[src/rtl/uart_dbg_pkg.sv]
// ============================================================================
// Module   : uart_dbg_pkg
// Purpose  : Command/reply bytes, FSM states and byte-count helper for the
//            UART debug bridge.
// Revision : 1.0
// ============================================================================
`default_nettype none

package uart_dbg_pkg;

    localparam logic [7:0] CMD_RUN  = 8'h52;
    localparam logic [7:0] CMD_STOP = 8'h53;
    localparam logic [7:0] CMD_STEP = 8'h54;
    localparam logic [7:0] CMD_DUMP = 8'h44;
    localparam logic [7:0] ACK      = 8'h06;
    localparam logic [7:0] NAK      = 8'h15;
    localparam logic [7:0] HDR      = 8'hA5;

    typedef enum logic [1:0] {
        IDLE  = 2'd0,
        REPLY = 2'd1,
        SEND  = 2'd2
    } state_e;

    function automatic int unsigned bytes_for(input int unsigned bits);
        return (bits + 32'd7) / 32'd8;
    endfunction

endpackage

`default_nettype wire

[src/rtl/dbg_snapshot_shifter.sv]
// ============================================================================
// Module   : dbg_snapshot_shifter
// Purpose  : Captures {header, pc, words} as a zero-padded byte image and
//            shifts it out one byte per accepted write, LSB first.
// Revision : 1.0
// ============================================================================
`default_nettype none

module dbg_snapshot_shifter
    import uart_dbg_pkg::*;
#(
    parameter int PC_WIDTH   = 10,
    parameter int WORD_WIDTH = 32,
    parameter int NUM_WORDS  = 4
) (
    input  logic                            clock,
    input  logic                            reset,
    input  logic                            load_i,
    input  logic                            shift_i,
    input  logic [PC_WIDTH-1:0]             pc_i,
    input  logic [NUM_WORDS*WORD_WIDTH-1:0] data_i,
    output logic [7:0]                      byte_o
);

    localparam int PC_BYTES   = int'(bytes_for(PC_WIDTH));
    localparam int WORD_BYTES = int'(bytes_for(WORD_WIDTH));
    localparam int TOTAL      = 1 + PC_BYTES + NUM_WORDS * WORD_BYTES;
    localparam int IMG_W      = 8 * TOTAL;
    localparam int WORD_BASE  = 8 + 8 * PC_BYTES;

    logic [IMG_W-1:0] img_q;
    logic [IMG_W-1:0] w_image;

    // Each field starts on a byte boundary; padding bits stay zero.
    always_comb begin
        w_image               = '0;
        w_image[7:0]          = HDR;
        w_image[8 +: PC_WIDTH] = pc_i;
        for (int i = 0; i < NUM_WORDS; i++) begin
            w_image[WORD_BASE + i*8*WORD_BYTES +: WORD_WIDTH] =
                data_i[i*WORD_WIDTH +: WORD_WIDTH];
        end
    end

    always_ff @(posedge clock or negedge reset) begin
        if (!reset) begin
            img_q <= '0;
        end else if (load_i) begin
            img_q <= w_image;
        end else if (shift_i) begin
            img_q <= {8'h00, img_q[IMG_W-1:8]};
        end
    end

    assign byte_o = img_q[7:0];

endmodule

`default_nettype wire

[src/rtl/uart_debug_bridge.sv]
// ============================================================================
// Module   : uart_debug_bridge
// Purpose  : Host command engine: run/stop/step the core and stream a PC plus
//            debug-word snapshot back over the UART FIFOs.
// Revision : 1.0
// ============================================================================
`default_nettype none

module uart_debug_bridge
    import uart_dbg_pkg::*;
#(
    parameter int PC_WIDTH   = 10,
    parameter int WORD_WIDTH = 32,
    parameter int NUM_WORDS  = 4
) (
    input  logic                            clock,
    input  logic                            reset,
    input  logic [7:0]                      r_data,
    input  logic                            rx_empty,
    output logic                            rd,
    output logic [7:0]                      w_data,
    output logic                            wr,
    input  logic                            tx_full,
    input  logic [PC_WIDTH-1:0]             pc,
    input  logic [NUM_WORDS*WORD_WIDTH-1:0] debug_data,
    output logic                            cpu_enable
);

    localparam int PC_BYTES   = int'(bytes_for(PC_WIDTH));
    localparam int WORD_BYTES = int'(bytes_for(WORD_WIDTH));
    localparam int TOTAL      = 1 + PC_BYTES + NUM_WORDS * WORD_BYTES;
    localparam int CNT_W      = $clog2(TOTAL + 1);
    localparam logic [CNT_W-1:0] LAST = CNT_W'(TOTAL - 1);

    state_e           state_q, state_d;
    logic             run_q, run_d;
    logic             step_q, step_d;
    logic [7:0]       reply_q, reply_d;
    logic [CNT_W-1:0] cnt_q, cnt_d;

    logic             w_load;
    logic             w_shift;
    logic [7:0]       w_snap_byte;

    always_ff @(posedge clock or negedge reset) begin
        if (!reset) begin
            state_q <= IDLE;
            run_q   <= 1'b0;
            step_q  <= 1'b0;
            reply_q <= 8'h00;
            cnt_q   <= '0;
        end else begin
            state_q <= state_d;
            run_q   <= run_d;
            step_q  <= step_d;
            reply_q <= reply_d;
            cnt_q   <= cnt_d;
        end
    end

    always_comb begin
        state_d = state_q;
        run_d   = run_q;
        step_d  = 1'b0;
        reply_d = reply_q;
        cnt_d   = cnt_q;
        case (state_q)
            IDLE: begin
                if (rd) begin
                    state_d = REPLY;
                    case (r_data)
                        CMD_RUN: begin
                            run_d   = 1'b1;
                            reply_d = ACK;
                        end
                        CMD_STOP: begin
                            run_d   = 1'b0;
                            reply_d = ACK;
                        end
                        CMD_STEP: begin
                            // A step only makes sense while halted.
                            step_d  = !run_q;
                            reply_d = run_q ? NAK : ACK;
                        end
                        CMD_DUMP: begin
                            state_d = SEND;
                            cnt_d   = '0;
                        end
                        default: reply_d = NAK;
                    endcase
                end
            end
            REPLY: begin
                if (wr) begin
                    state_d = IDLE;
                end
            end
            SEND: begin
                if (wr) begin
                    if (cnt_q == LAST) begin
                        state_d = IDLE;
                    end else begin
                        cnt_d = cnt_q + 1'b1;
                    end
                end
            end
            default: state_d = IDLE;
        endcase
    end

    always_comb begin
        rd         = (state_q == IDLE) && !rx_empty;
        wr         = ((state_q == REPLY) || (state_q == SEND)) && !tx_full;
        w_load     = rd && (r_data == CMD_DUMP);
        w_shift    = (state_q == SEND) && wr;
        cpu_enable = run_q | step_q;
        case (state_q)
            REPLY:   w_data = reply_q;
            SEND:    w_data = w_snap_byte;
            default: w_data = 8'h00;
        endcase
    end

    dbg_snapshot_shifter #(
        .PC_WIDTH   (PC_WIDTH),
        .WORD_WIDTH (WORD_WIDTH),
        .NUM_WORDS  (NUM_WORDS)
    ) u_snapshot (
        .clock   (clock),
        .reset   (reset),
        .load_i  (w_load),
        .shift_i (w_shift),
        .pc_i    (pc),
        .data_i  (debug_data),
        .byte_o  (w_snap_byte)
    );

endmodule

`default_nettype wire

[config.mk]
export PLATFORM = sky130hd
export DESIGN_NAME = uart_debug_bridge
export DESIGN_NICKNAME = d
export VERILOG_FILES = /design/src/rtl/uart_dbg_pkg.sv /design/src/rtl/dbg_snapshot_shifter.sv /design/src/rtl/uart_debug_bridge.sv
export SDC_FILE = /design/constraint.sdc
export NUM_CORES = 1
export LEC_CHECK = 0
export CAP_MARGIN = 5
export CORE_ASPECT_RATIO = 0.7
export CORE_UTILIZATION = 30
export DETAILED_ROUTE_END_ITERATION = 16
export GPL_TIMING_DRIVEN = 0
export PLACE_DENSITY_LB_ADDON = 0.15
export SLEW_MARGIN = 25
export SYNTH_ARGS = -nofsm -noshare
export SYNTH_HDL_FRONTEND = slang
export SYNTH_SLANG_ARGS = --single-unit
[constraint.sdc]
create_clock -name clock -period 3.6 [get_ports clock]
set_clock_uncertainty 0.2 [all_clocks]
set_input_delay 0.72 -clock clock [delete_from_list [all_inputs] [get_ports clock]]
set_output_delay 0.72 -clock clock [all_outputs]
set_load 0.01 [all_outputs]
; ---- Yosys cells after proc, flatten, opt, wreduce, memory -nomap -nowiden
; Index checks and enable logic that the tools add are counted.
[op_classes]
addsub = 1
n_eq_ne = 13
mux = 20
bitwise = 2
n_reduce_logical = 17
[ops]
columns = operator, count
row1 = $mux W152, 2
row2 = $eq A8 B7 Y1 const B, 4
row3 = $mux W5, 5
row4 = $pmux W8 S3, 1
row5 = $pmux W8 S2, 1
row6 = $mux W2, 5
row7 = $ne A2 B2 Y1 const B, 5
row8 = $pmux W5 S2, 1
row9 = $pmux W2 S3, 1
row10 = $reduce_and A3 Y1, 2
row11 = $reduce_bool A2 Y1, 3
row12 = $add A5 B1 Y5 const B, 1
row13 = $eq A5 B5 Y1 const B, 1
row14 = $reduce_and A5 Y1, 1
row15 = $logic_and A1 B1 Y1, 4
row16 = $reduce_and A4 Y1, 1
row17 = $logic_not A1 Y1, 3
row18 = $mux W1, 3
row19 = $eq A2 B1 Y1 const B, 1
row20 = $eq A2 B2 Y1 const B, 1
row21 = $logic_not A2 Y1, 1
row22 = $ne A2 B1 Y1 const B, 1
row23 = $pmux W1 S2, 1
row24 = $reduce_or A2 Y1, 1
row25 = 3 further kinds, 3
[word_totals]
ff_bits = 169
input_bits = 150
output_inout_bits = 11
wordCells = 59

; ---- Longest topological paths before layout
; Gate-level depths: netlist of the first run.
[depth]
ltp_word = 6
mapped_depth = 9

; ---- By module
; From an unflattened synthesis of the first run, not the netlist that was laid out.
[hier_totals]
hier_cells = 739
area_unflattened_um2 = 7835.0
[by_module_without_submodules]
columns = mod, n_inst, cells_per_inst, area_each_um2
row1 = dbg_snapshot_shifter, 1, 652, 7008.0
row2 = uart_debug_bridge, 1, 87, 827.0

; ---- Worst setup path after synthesis of the first run
; No wires, ideal clock.
[synth_timing]
path_kind = input -> register
start = input r_data[1]
end = register cnt_q[1]
setup_time_ps = 125
t_arrival_ps = 1966
required_ps = 3275
path_slack_ps = 1309
path_stages = 4
n_path_buf = 0
path_cell_list = or4b_4 -> o21ai_4 -> and2_4 -> mux2_4
[synth_between]
elab_chain_cells = 3
[synth_rtl]
columns = element, line
row1 = "start, declared", uart_debug_bridge.sv:18  ; input logic [7:0] r_data,
row2 = $eq A8 B7 Y1, uart_debug_bridge.sv:71  ; case (r_data)
row3 = $ne A2 B1 Y1 (no source line), -
row4 = $reduce_and A5 Y1 (no source line), -
row5 = "end signal, assigned", uart_debug_bridge.sv:57  ; cnt_q <= cnt_d;
row6 = "end, declared", uart_debug_bridge.sv:39  ; logic [CNT_W-1:0] cnt_q, cnt_d;
; Every way passes these cells.
; A chain may end at the register's enable or synchronous reset.

; ---- Final worst setup path of the first run
[layout_timing]
start = register state_q[0]
end = output w_data[0]
[layout_between]
elab_chain_cells = 2
[layout_rtl]
columns = element, line
row1 = "start, declared", uart_debug_bridge.sv:35  ; state_e state_q, state_d;
row2 = "start signal, assigned", uart_debug_bridge.sv:53  ; state_q <= state_d;
row3 = $eq A2 B2 Y1 or $eq A2 B1 Y1 (tied branches), uart_debug_bridge.sv:117  ; case (state_q)
row4 = $pmux W8 S2 (*), uart_debug_bridge.sv:117
row5 = "end, declared", uart_debug_bridge.sv:21  ; output logic [7:0] w_data,
; Mark *: on every way between the ends. The rest lies on a longest branch, timed or not.

==> results of run 1 <==
==> critical path: cells and delay by family, from the launching register on <==
kind / cells / cell delay, ns
buffers and inverters: 4 / 1.20
AO/OA/AOI/OAI: 1 / 0.22
AND/OR/NAND/NOR: 1 / 0.08
adder cells (fa/ha/maj): 1 / 0.14
flip-flops: 1 / 0.38
==> routing by layer <==
metal / wire (um) / global-route usage [%] / vias to the layer above
li1: - / - / 3344
met1: 12700 / 29.34 / 3285
met2: 9104 / 25.36 / 160
met3: 1011 / 3.689 / 8
met4: 118 / 3.792 / 0
met5: 0 / 0 / -
==> kinds of logic (layout without fill, tap and decap cells) <==
family,after synthesis,after routing,share of synthesized area (%)
compound gates,157,157,13.35
simple gates,489,489,26.52
fa+ha+maj,5,5,0.8324
mux,4,4,0.5993
buf+inv,73,268,4.095
flops,164,164,54.60
==> flip-flops by register name, summed over array words and instances, names as in the netlist <==
signal,flops
state_q,2
step_q,1
run_q,1
cnt_q,5
reply_q,3
u_snapshot.img_q,152
==> how the worst max path moves through the flow <==
stage | startpoint | to
2_1_floorplan | r_data[1] | cnt_q[1]
3_5_place_dp | tx_full | u_snapshot.img_q[99]
5_1_grt | state_q[0] | w_data[4]
3_3_place_gp | reset | u_snapshot.img_q[78]
4_1_cts | state_q[0] | w_data[0]
6_report | state_q[0] | w_data[0]
==> where the power goes <==
group,internal (uW),switching [uW]
clock network,972,781
logic,348,271
registers,1990,86.9
total,3310,1140
==> final cells by class <==
cell class | count | share of cell area (%)
Sequential cell | 164 | 40.44
Clock buffer | 21 | 4.438
Multi-Input combinational cell | 655 | 30.59
Inverter | 8 | 0.2959
Tap cell | 325 | 4.007
Timing Repair Buffer | 163 | 16.47
Clock inverter | 11 | 1.023
Buffer | 65 | 2.737
==> layout by cell type, fill, tap and decap left out, types with 3 or more instances in the layout <==
cell type / count
a21oi_1: 11
a31oi_1: 130
and2_1: 4
buf_1: 8
buf_2: 20
clkbuf_1: 37
clkbuf_16: 17
clkdlybuf4s50_1: 159
clkinvlp_4: 5
dfrtp_1: 164
ha_1: 5
inv_1: 8
mux2i_1: 3
nand2_1: 309
nand3_1: 16
nor2_1: 135
nor2b_1: 5
==> metrics by stage <==
step / hold WS, ns / std cells / power [uW] / util [%]
2_1_floorplan: 0.2244 / 892 / 2380 / -
3_3_place_gp: 0.2569 / 1377 / 2727 / 38.68
3_5_place_dp: 0.2599 / 1379 / 2737 / 38.92
4_1_cts: 0.2741 / 1412 / 4498 / 41.21
5_1_grt: 0.3080 / 1412 / 4652 / 41.21
6_report: 0.2720 / 1412 / 4451 / 41.21
==> flow_summary.yaml, run 1 <==
job:
  maxCapViolCount: 0
worst_hold_path:
  min_from: "reply_q[2]"
  whs_path_depth: 1
  holdPathEnd: "reply_q[2]"
  hold_path.class: "reg -> reg"
cts:
  htreeDepth: 4
  cts_buffers: 17
  post_cts_resized: 0
  cts_sinks: 164
  cts-root-buf: "clkbuf_16"
  post-cts-setup-buffers: 0
  cts_tree: "yes"
  postCtsHoldBufs: 1
  clock_path_buffers: 2
  cts.reportedPaths.clkPinSlew_ns: 0.07
  clk_latency_ns: 0.43
sta:
  slew_headroom_pct: 57.41
  min_period_ns: 3.380
  post-route-period-util_pct: 93.89
  final_hold_viol_count: 0
  rsz0062_at_grt: "false"
  worst_pin_slew_ns: 0.6388
  drv_slew: 0
  fin_tns_setup_ns: 0
  clock.fmax_mhz: 295.9
  finalSetupViolCount: 0
  fin_ws_ns: 0.2201
synth:
  synth-seq-area-share_pct: 54.60
  synth_area_leaders: "dfrtp_1 55%, nand2_1 15%, a31oi_1 11%, nor2_1 6.7%, clkbuf_1 1.7%"
  synth_largest_area_cell: "dfrtp_1"
  synth.net_count: 1047
  synth_area_um2: 7516
  yosysTopAreaCellShare_pct: 54.60
  synthFlopType: "dfrtp_1"
  synthDistinctLibCells: 44
  synth_edf_count: 0
  synthCells: 892
  synth_most_common_cell: "nand2_1"
  yosys-top-cells-count: "309 x nand2_1, 164 x dfrtp_1, 135 x nor2_1"
  ys_warn_count: 0
  ys_ff_latch: 164
  async_flop_share_pct: 100.0
  syn_area_per_cell_um2: 8.426
global_routing:
  grt_pass1_vias: 6912
  grt_max_degree: 84
  grt-ovfl-total: 0
  grt_pass1_wl_mm: 36.67
  grt_use_total_pct: 18.48
  antenna_found_initial: 0
detailed_routing:
  post_drt_wl_per_cell_um: 16.24
  drc: 0
  vias: 6797
  drt-pass1-iter-count: 5
  antenna_left: 0
  wl_mm: 22.93
  first_iter_violations: 491
  via_per_inst: 4.814
setup_path:
  critPathMaxStageDelay_ns: 0.58
  crit_fanout: 10
  required_ns: 2.68
  r2r_end: "u_snapshot.img_q[18]"
  cp_slowest_cell: "clkdlybuf4s50_1"
  arrival_ns: 2.46
  r2r-start: "state_q[0]"
  r2r_slack_ns: 1.01
  end_kind: "primary output"
  worstSetupPathType: "reg -> out"
  r2r_cells: 9
  path_cells: "inv_1 > ha_1 > clkbuf_2 > clkbuf_1 > nand2_1 > a21boi_0 > clkdlybuf4s50_1"
  worstSetupStartpointType: "flip-flop"
placement:
  pre_cts_slack_ns: 0.4710
  finalWeightedCongestion: 0.7902
  hpwlAfterDp_mm: 16.83
  placed_area_um2: 9584
  io_buffer_count: 160
layout:
  antennaDiodeCount: 0
  num-nets-final: 1229
  drive_above_1_share_pct: 6.348
  areaGrowthSynthToFinish_pct: 35.03
  multiInputGateArea_um2: 3104
  fillers: 2560
  final-seq-area_um2: 4104
  fin_area_um2: 10150
power:
  vdd_drop_max_v: 0.0002832
  p_per_area_nw_per_um2: 438.6
  p_leak_uw: 0.004367
die:
  core_um2: 24620
  die_height_um: 134.4
  start_util_pct: 30.52
  ios: 161
  die_w_um: 191.2
  row_count: 48
  die_area_um2: 25700
status:
  status: "completed"
No activity file was read; power rests on OpenSTA's default activity.
==> run 2: changes to the inputs <==
--- a/config.mk
+++ b/config.mk
@@ -7,10 +7,12 @@
 export LEC_CHECK = 0
 export CAP_MARGIN = 5
 export CORE_ASPECT_RATIO = 0.7
+export CORE_MARGIN = 4
 export CORE_UTILIZATION = 30
 export DETAILED_ROUTE_END_ITERATION = 16
 export GPL_TIMING_DRIVEN = 0
 export PLACE_DENSITY_LB_ADDON = 0.15
+export SKIP_LAST_GASP = 1
 export SLEW_MARGIN = 25
 export SYNTH_ARGS = -nofsm -noshare
 export SYNTH_HDL_FRONTEND = slang
==> run 2 against run 1 <==
Effect of this change:
- via count increased by 0.15%
- total power up 4.2%
- sequential power barely moved
- clock power is 11% higher
- core utilization is 0.071 points higher
- non-clock buffer count is 3 lower
- combinational power hardly changed
- register-to-register slack worse by 0.14 ns
- wire length up 1.5%
- sequential cell count unchanged
- first-iteration DRC count fell by 20%
==> flow_summary.yaml, run 2 (synthesis results as in run 1) <==
layout:
  num-nets-final: 1226
  fin_util_pct: 41.29
  drive_above_1_share_pct: 6.279
  fillers: 2509
  largest_reg_flops: 152
  mostFrequentLayoutCell: "nand2_1"
  top_regs: "u_snapshot.img_q: 152 flops, cnt_q: 5 flops, reply_q: 3 flops"
  final_cell_mix: "309 x nand2_1, 164 x dfrtp_1, 159 x clkdlybuf4s50_1"
  multiInputGateArea_um2: 3104
  areaGrowthSynthToFinish_pct: 35.26
  final-seq-area_um2: 4104
  regMostFlops: "u_snapshot.img_q"
  antennaDiodeCount: 0
detailed_routing:
  via_per_inst: 4.835
  drt-pass1-iter-count: 5
  drc: 0
  post_drt_wl_per_cell_um: 16.53
  wl_mm: 23.28
  antenna_left: 0
  first_iter_violations: 391
  vias: 6807
job:
  maxCapViolCount: 0
cts:
  cts-root-buf: "clkbuf_16"
  clock_path_buffers: 2
  htreeDepth: 4
  postCtsHoldBufs: 0
  cts_tree: "yes"
  clk_latency_ns: 0.43
  cts_sinks: 164
  cts_buffers: 17
  cts.reportedPaths.clkPinSlew_ns: 0.06
setup_path:
  cp_slowest_cell: "clkdlybuf4s50_1"
  required_ns: 2.68
  crit_fanout: 17
  path_cells: "inv_1 > ha_1 > clkbuf_2 > nand2_1 > a21boi_0 > clkdlybuf4s50_1"
  arrival_ns: 2.35
  crit_buf_inv: 3
  end_kind: "primary output"
  worstSetupStartpointType: "flip-flop"
  critPathMaxStageDelay_ns: 0.60
  critPathTopFamily: "buffers and inverters"
  worstSetupPathType: "reg -> out"
power:
  p_switching_uw: 1136
  p_int_uw: 3499
  vdd_drop_max_v: 0.0002969
  power_switching_share_pct: 24.51
  p_leak_uw: 0.004387
  p_per_area_nw_per_um2: 456.0
  seqPwrFrac_pct: 44.9
  power_frac_clock_pct: 41.8
  power_frac_comb_pct: 13.4
sta:
  finalSetupViolCount: 0
  fin_tns_setup_ns: 0
  final_hold_viol_count: 0
  slew_headroom_pct: 54.36
  rsz0062_at_grt: "false"
  clock.fmax_mhz: 305.9
  min_period_ns: 3.269
  post-route-period-util_pct: 90.82
  worst_pin_slew_ns: 0.6845
  drv_slew: 0
  whs_ns: 0.05938
global_routing:
  grt_pass1_wl_mm: 37.46
  grt_use_total_pct: 16.97
  grt_max_degree: 84
  grt-ovfl-total: 0
  grt_pass1_vias: 6975
  antenna_found_initial: 0
die:
  die_w_um: 197.2
  start_util_pct: 30.52
  ios: 161
  row_count: 48
  core_um2: 24620
  die_area_um2: 27690
  die_height_um: 140.4
placement:
  io_buffer_count: 160
  finalWeightedCongestion: 0.7499
  hpwlAfterDp_mm: 17.15
worst_hold_path:
  hold_path.class: "in -> async"
status:
  status: "completed"
-- run 2: through the flow --
step                      cell area (um2)  setup WS (ns)  instances  power [uW]
final                               10170         0.3306       1408        4636
after global routing                10170         0.1670       1408        4822
after CTS                           10170        0.07870       1409        4681
after detailed placement             9557         0.4620       1378        2736
after global placement               9524         -5.641       1377        2731
after floorplan                      7516          1.309        892        2380
-- run 2: routing by layer --
layer  part of all wire (%)  vias up  global-route usage (%)  wire length [um]
met3                    4.7       15                   3.919              1083
li1                       -     3347                       -                 -
met1                     53     3301                   26.99             12400
met4                   0.92        0                   3.465               215
met2                     41      144                   23.30              9577
met5                      0        -                       0                 0
-- run 2: timing repair --
item                       4_1_cts  5_1_grt
buffers inserted                 0        0
gates resized for setup          0        0
setup endpoints to repair        0        2
-- run 2: area by class of cell --
type | count | area share, %
timing repair buffer | 161 | 16.07
clock inverter | 12 | 1.772
clock buffer | 19 | 4.258
buffer | 64 | 2.695
sequential | 164 | 40.37
inverter | 8 | 0.2954
multi-input combinational | 655 | 30.54
tap | 325 | 4.000
-- run 2: final timing paths --
| path | start | to | slack, ns | cells after the start |
|---|---|---|---|---|
| min in group clock | reply_q[2] | reply_q[2] | 0.27 | 1 |
| setup reg to reg | state_q[0] | u_snapshot.img_q[22] | 0.87 | 9 |
| max in group asynchronous | reset | u_snapshot.img_q[88] | 2.24 | 2 |
| setup / recovery | state_q[0] | w_data[4] | 0.33 | 6 |
| hold reg to reg | reply_q[2] | reply_q[2] | 0.27 | 1 |
| hold / removal | reset | step_q | 0.06 | 1 |
-- run 2: power by group through the flow --
stage	Sequential [uW]	Clock, uW	Combinational, uW
floorplan	2080	0	296
global placement	2110	0	618
detailed placement	2110	0	626
CTS	2080	1970	628
global route	2100	2040	682
finish	2080	1940	619
==> run 3: changes to the inputs <==
--- a/config.mk
+++ b/config.mk
@@ -11,7 +11,9 @@
 export CORE_UTILIZATION = 30
 export DETAILED_ROUTE_END_ITERATION = 16
 export GPL_TIMING_DRIVEN = 0
+export MAX_ROUTING_LAYER = met4
 export PLACE_DENSITY_LB_ADDON = 0.15
+export SKIP_CTS_REPAIR_TIMING = 1
 export SKIP_LAST_GASP = 1
 export SLEW_MARGIN = 25
 export SYNTH_ARGS = -nofsm -noshare
==> run 3 against run 2 <==
Effect of this change:
- core utilization is the same
- final area is the same
- critical path type unchanged
- die area is the same
- first-iteration DRC count shrank 6.9%
- count of clock-buffer cells in the layout is the same
- register-to-register slack gained 0.02 ns
- wire length is essentially flat
- non-clock buffer count is the same
- via count shrank 0.26%
- setup slack gained 0.0025 ns
- combinational power is essentially flat
- global-route usage grew 0.50 points
==> flow_summary.yaml, run 3 (synthesis results as in run 1) <==
die:
  ios: 161
  die_height_um: 140.4
  die_area_um2: 27690
  row_count: 48
  start_util_pct: 30.52
  die_w_um: 197.2
  core_um2: 24620
layout:
  antennaDiodeCount: 0
  final-seq-area_um2: 4104
  fin_area_um2: 10170
  regMostFlops: "u_snapshot.img_q"
  areaGrowthSynthToFinish_pct: 35.26
  drive_above_1_share_pct: 6.279
  fillers: 2509
  final_cell_mix: "309 x nand2_1, 164 x dfrtp_1, 159 x clkdlybuf4s50_1"
  num-nets-final: 1226
  mostFrequentLayoutCell: "nand2_1"
  multiInputGateArea_um2: 3104
  top_regs: "u_snapshot.img_q: 152 flops, cnt_q: 5 flops, reply_q: 3 flops"
  fin_util_pct: 41.29
  largest_reg_flops: 152
global_routing:
  grt-ovfl-total: 0
  grt_pass1_vias: 6988
  grt_max_degree: 84
  grt_pass1_wl_mm: 37.46
  antenna_found_initial: 0
  grt_use_total_pct: 17.48
sta:
  final_hold_viol_count: 0
  finalSetupViolCount: 0
  drv_slew: 0
  slew_headroom_pct: 55.40
  post-route-period-util_pct: 90.75
  rsz0062_at_grt: "false"
  min_period_ns: 3.267
  clock.fmax_mhz: 306.1
  whs_ns: 0.05399
  fin_ws_ns: 0.3331
  worst_pin_slew_ns: 0.6690
cts:
  cts_sinks: 164
  cts_tree: "yes"
  cts-root-buf: "clkbuf_16"
  cts_buffers: 17
  clk_latency_ns: 0.43
  cts.reportedPaths.clkPinSlew_ns: 0.06
  htreeDepth: 4
  clock_path_buffers: 2
setup_path:
  r2r_cells: 9
  arrival_ns: 2.35
  end_kind: "primary output"
  r2r-start: "state_q[0]"
  r2r_end: "u_snapshot.img_q[18]"
  worstSetupStartpointType: "flip-flop"
  crit_fanout: 17
  r2r_slack_ns: 0.89
  required_ns: 2.68
  worstSetupPathType: "reg -> out"
detailed_routing:
  vias: 6789
  wl_mm: 23.26
  first_iter_violations: 364
  antenna_left: 0
  drt-pass1-iter-count: 4
  via_per_inst: 4.822
  post_drt_wl_per_cell_um: 16.52
  drc: 0
job:
  maxCapViolCount: 0
placement:
  io_buffer_count: 160
  placed_area_um2: 9557
  finalWeightedCongestion: 0.7629
  pre_cts_slack_ns: 0.4620
  hpwlAfterDp_mm: 17.15
power:
  p_per_area_nw_per_um2: 455.7
  total_power_uw: 4632
  p_leak_uw: 0.004387
  vdd_drop_max_v: 0.0002993
worst_hold_path:
  hold_path.class: "in -> async"
status:
  status: "completed"
run 3: critical path, stage by stage, from the launching register on:
cell and delay (ns):
dfrtp_1 0.40, inv_1 0.10, ha_1 0.15, clkbuf_2 0.30
nand2_1 0.07, a21boi_0 0.31, clkdlybuf4s50_1 0.60
run 3: how the worst max path moves through the flow:
stage	start	end	slack (ns)	depth (start not counted)
2_1_floorplan	r_data[1]	cnt_q[1]	1.31	4
3_3_place_gp	reset	u_snapshot.img_q[72]	-5.64	1
3_5_place_dp	tx_full	u_snapshot.img_q[104]	0.46	7
4_1_cts	state_q[0]	w_data[4]	0.08	7
5_1_grt	state_q[0]	w_data[4]	0.17	6
6_report	state_q[0]	w_data[4]	0.33	6
run 3: cell type report:
class                           count  share of cell area [%]
Buffer                             64                   2.695
Tap cell                          325                   4.000
Inverter                            8                  0.2954
Sequential cell                   164                   40.37
Multi-Input combinational cell    655                   30.54
Timing Repair Buffer              161                   16.07
Clock buffer                       19                   4.258
Clock inverter                     12                   1.772
run 3: layer usage:
metal | up-vias | part of all wire (%) | global-route usage (%)
met1 | 3287 | 54 | 27.26
met2 | 144 | 41 | 23.30
met4 | 0 | 0.94 | 3.465
met3 | 15 | 3.8 | 3.462
li1 | 3343 | - | -
met5 | - | 0 | -
run 3: through the flow:
step	std cells	TNS, ns
2_1_floorplan	892	0
3_3_place_gp	1377	-921.38
3_5_place_dp	1378	0
4_1_cts	1409	0
5_1_grt	1408	0
6_report	1408	0
run 3: report_power, final:
group	internal, uW	switching [uW]	leakage [uW]	total [uW]
logic	344	275	0.00185	620
registers	1990	87.5	0.00225	2080
clock network	1160	770	0.000294	1930
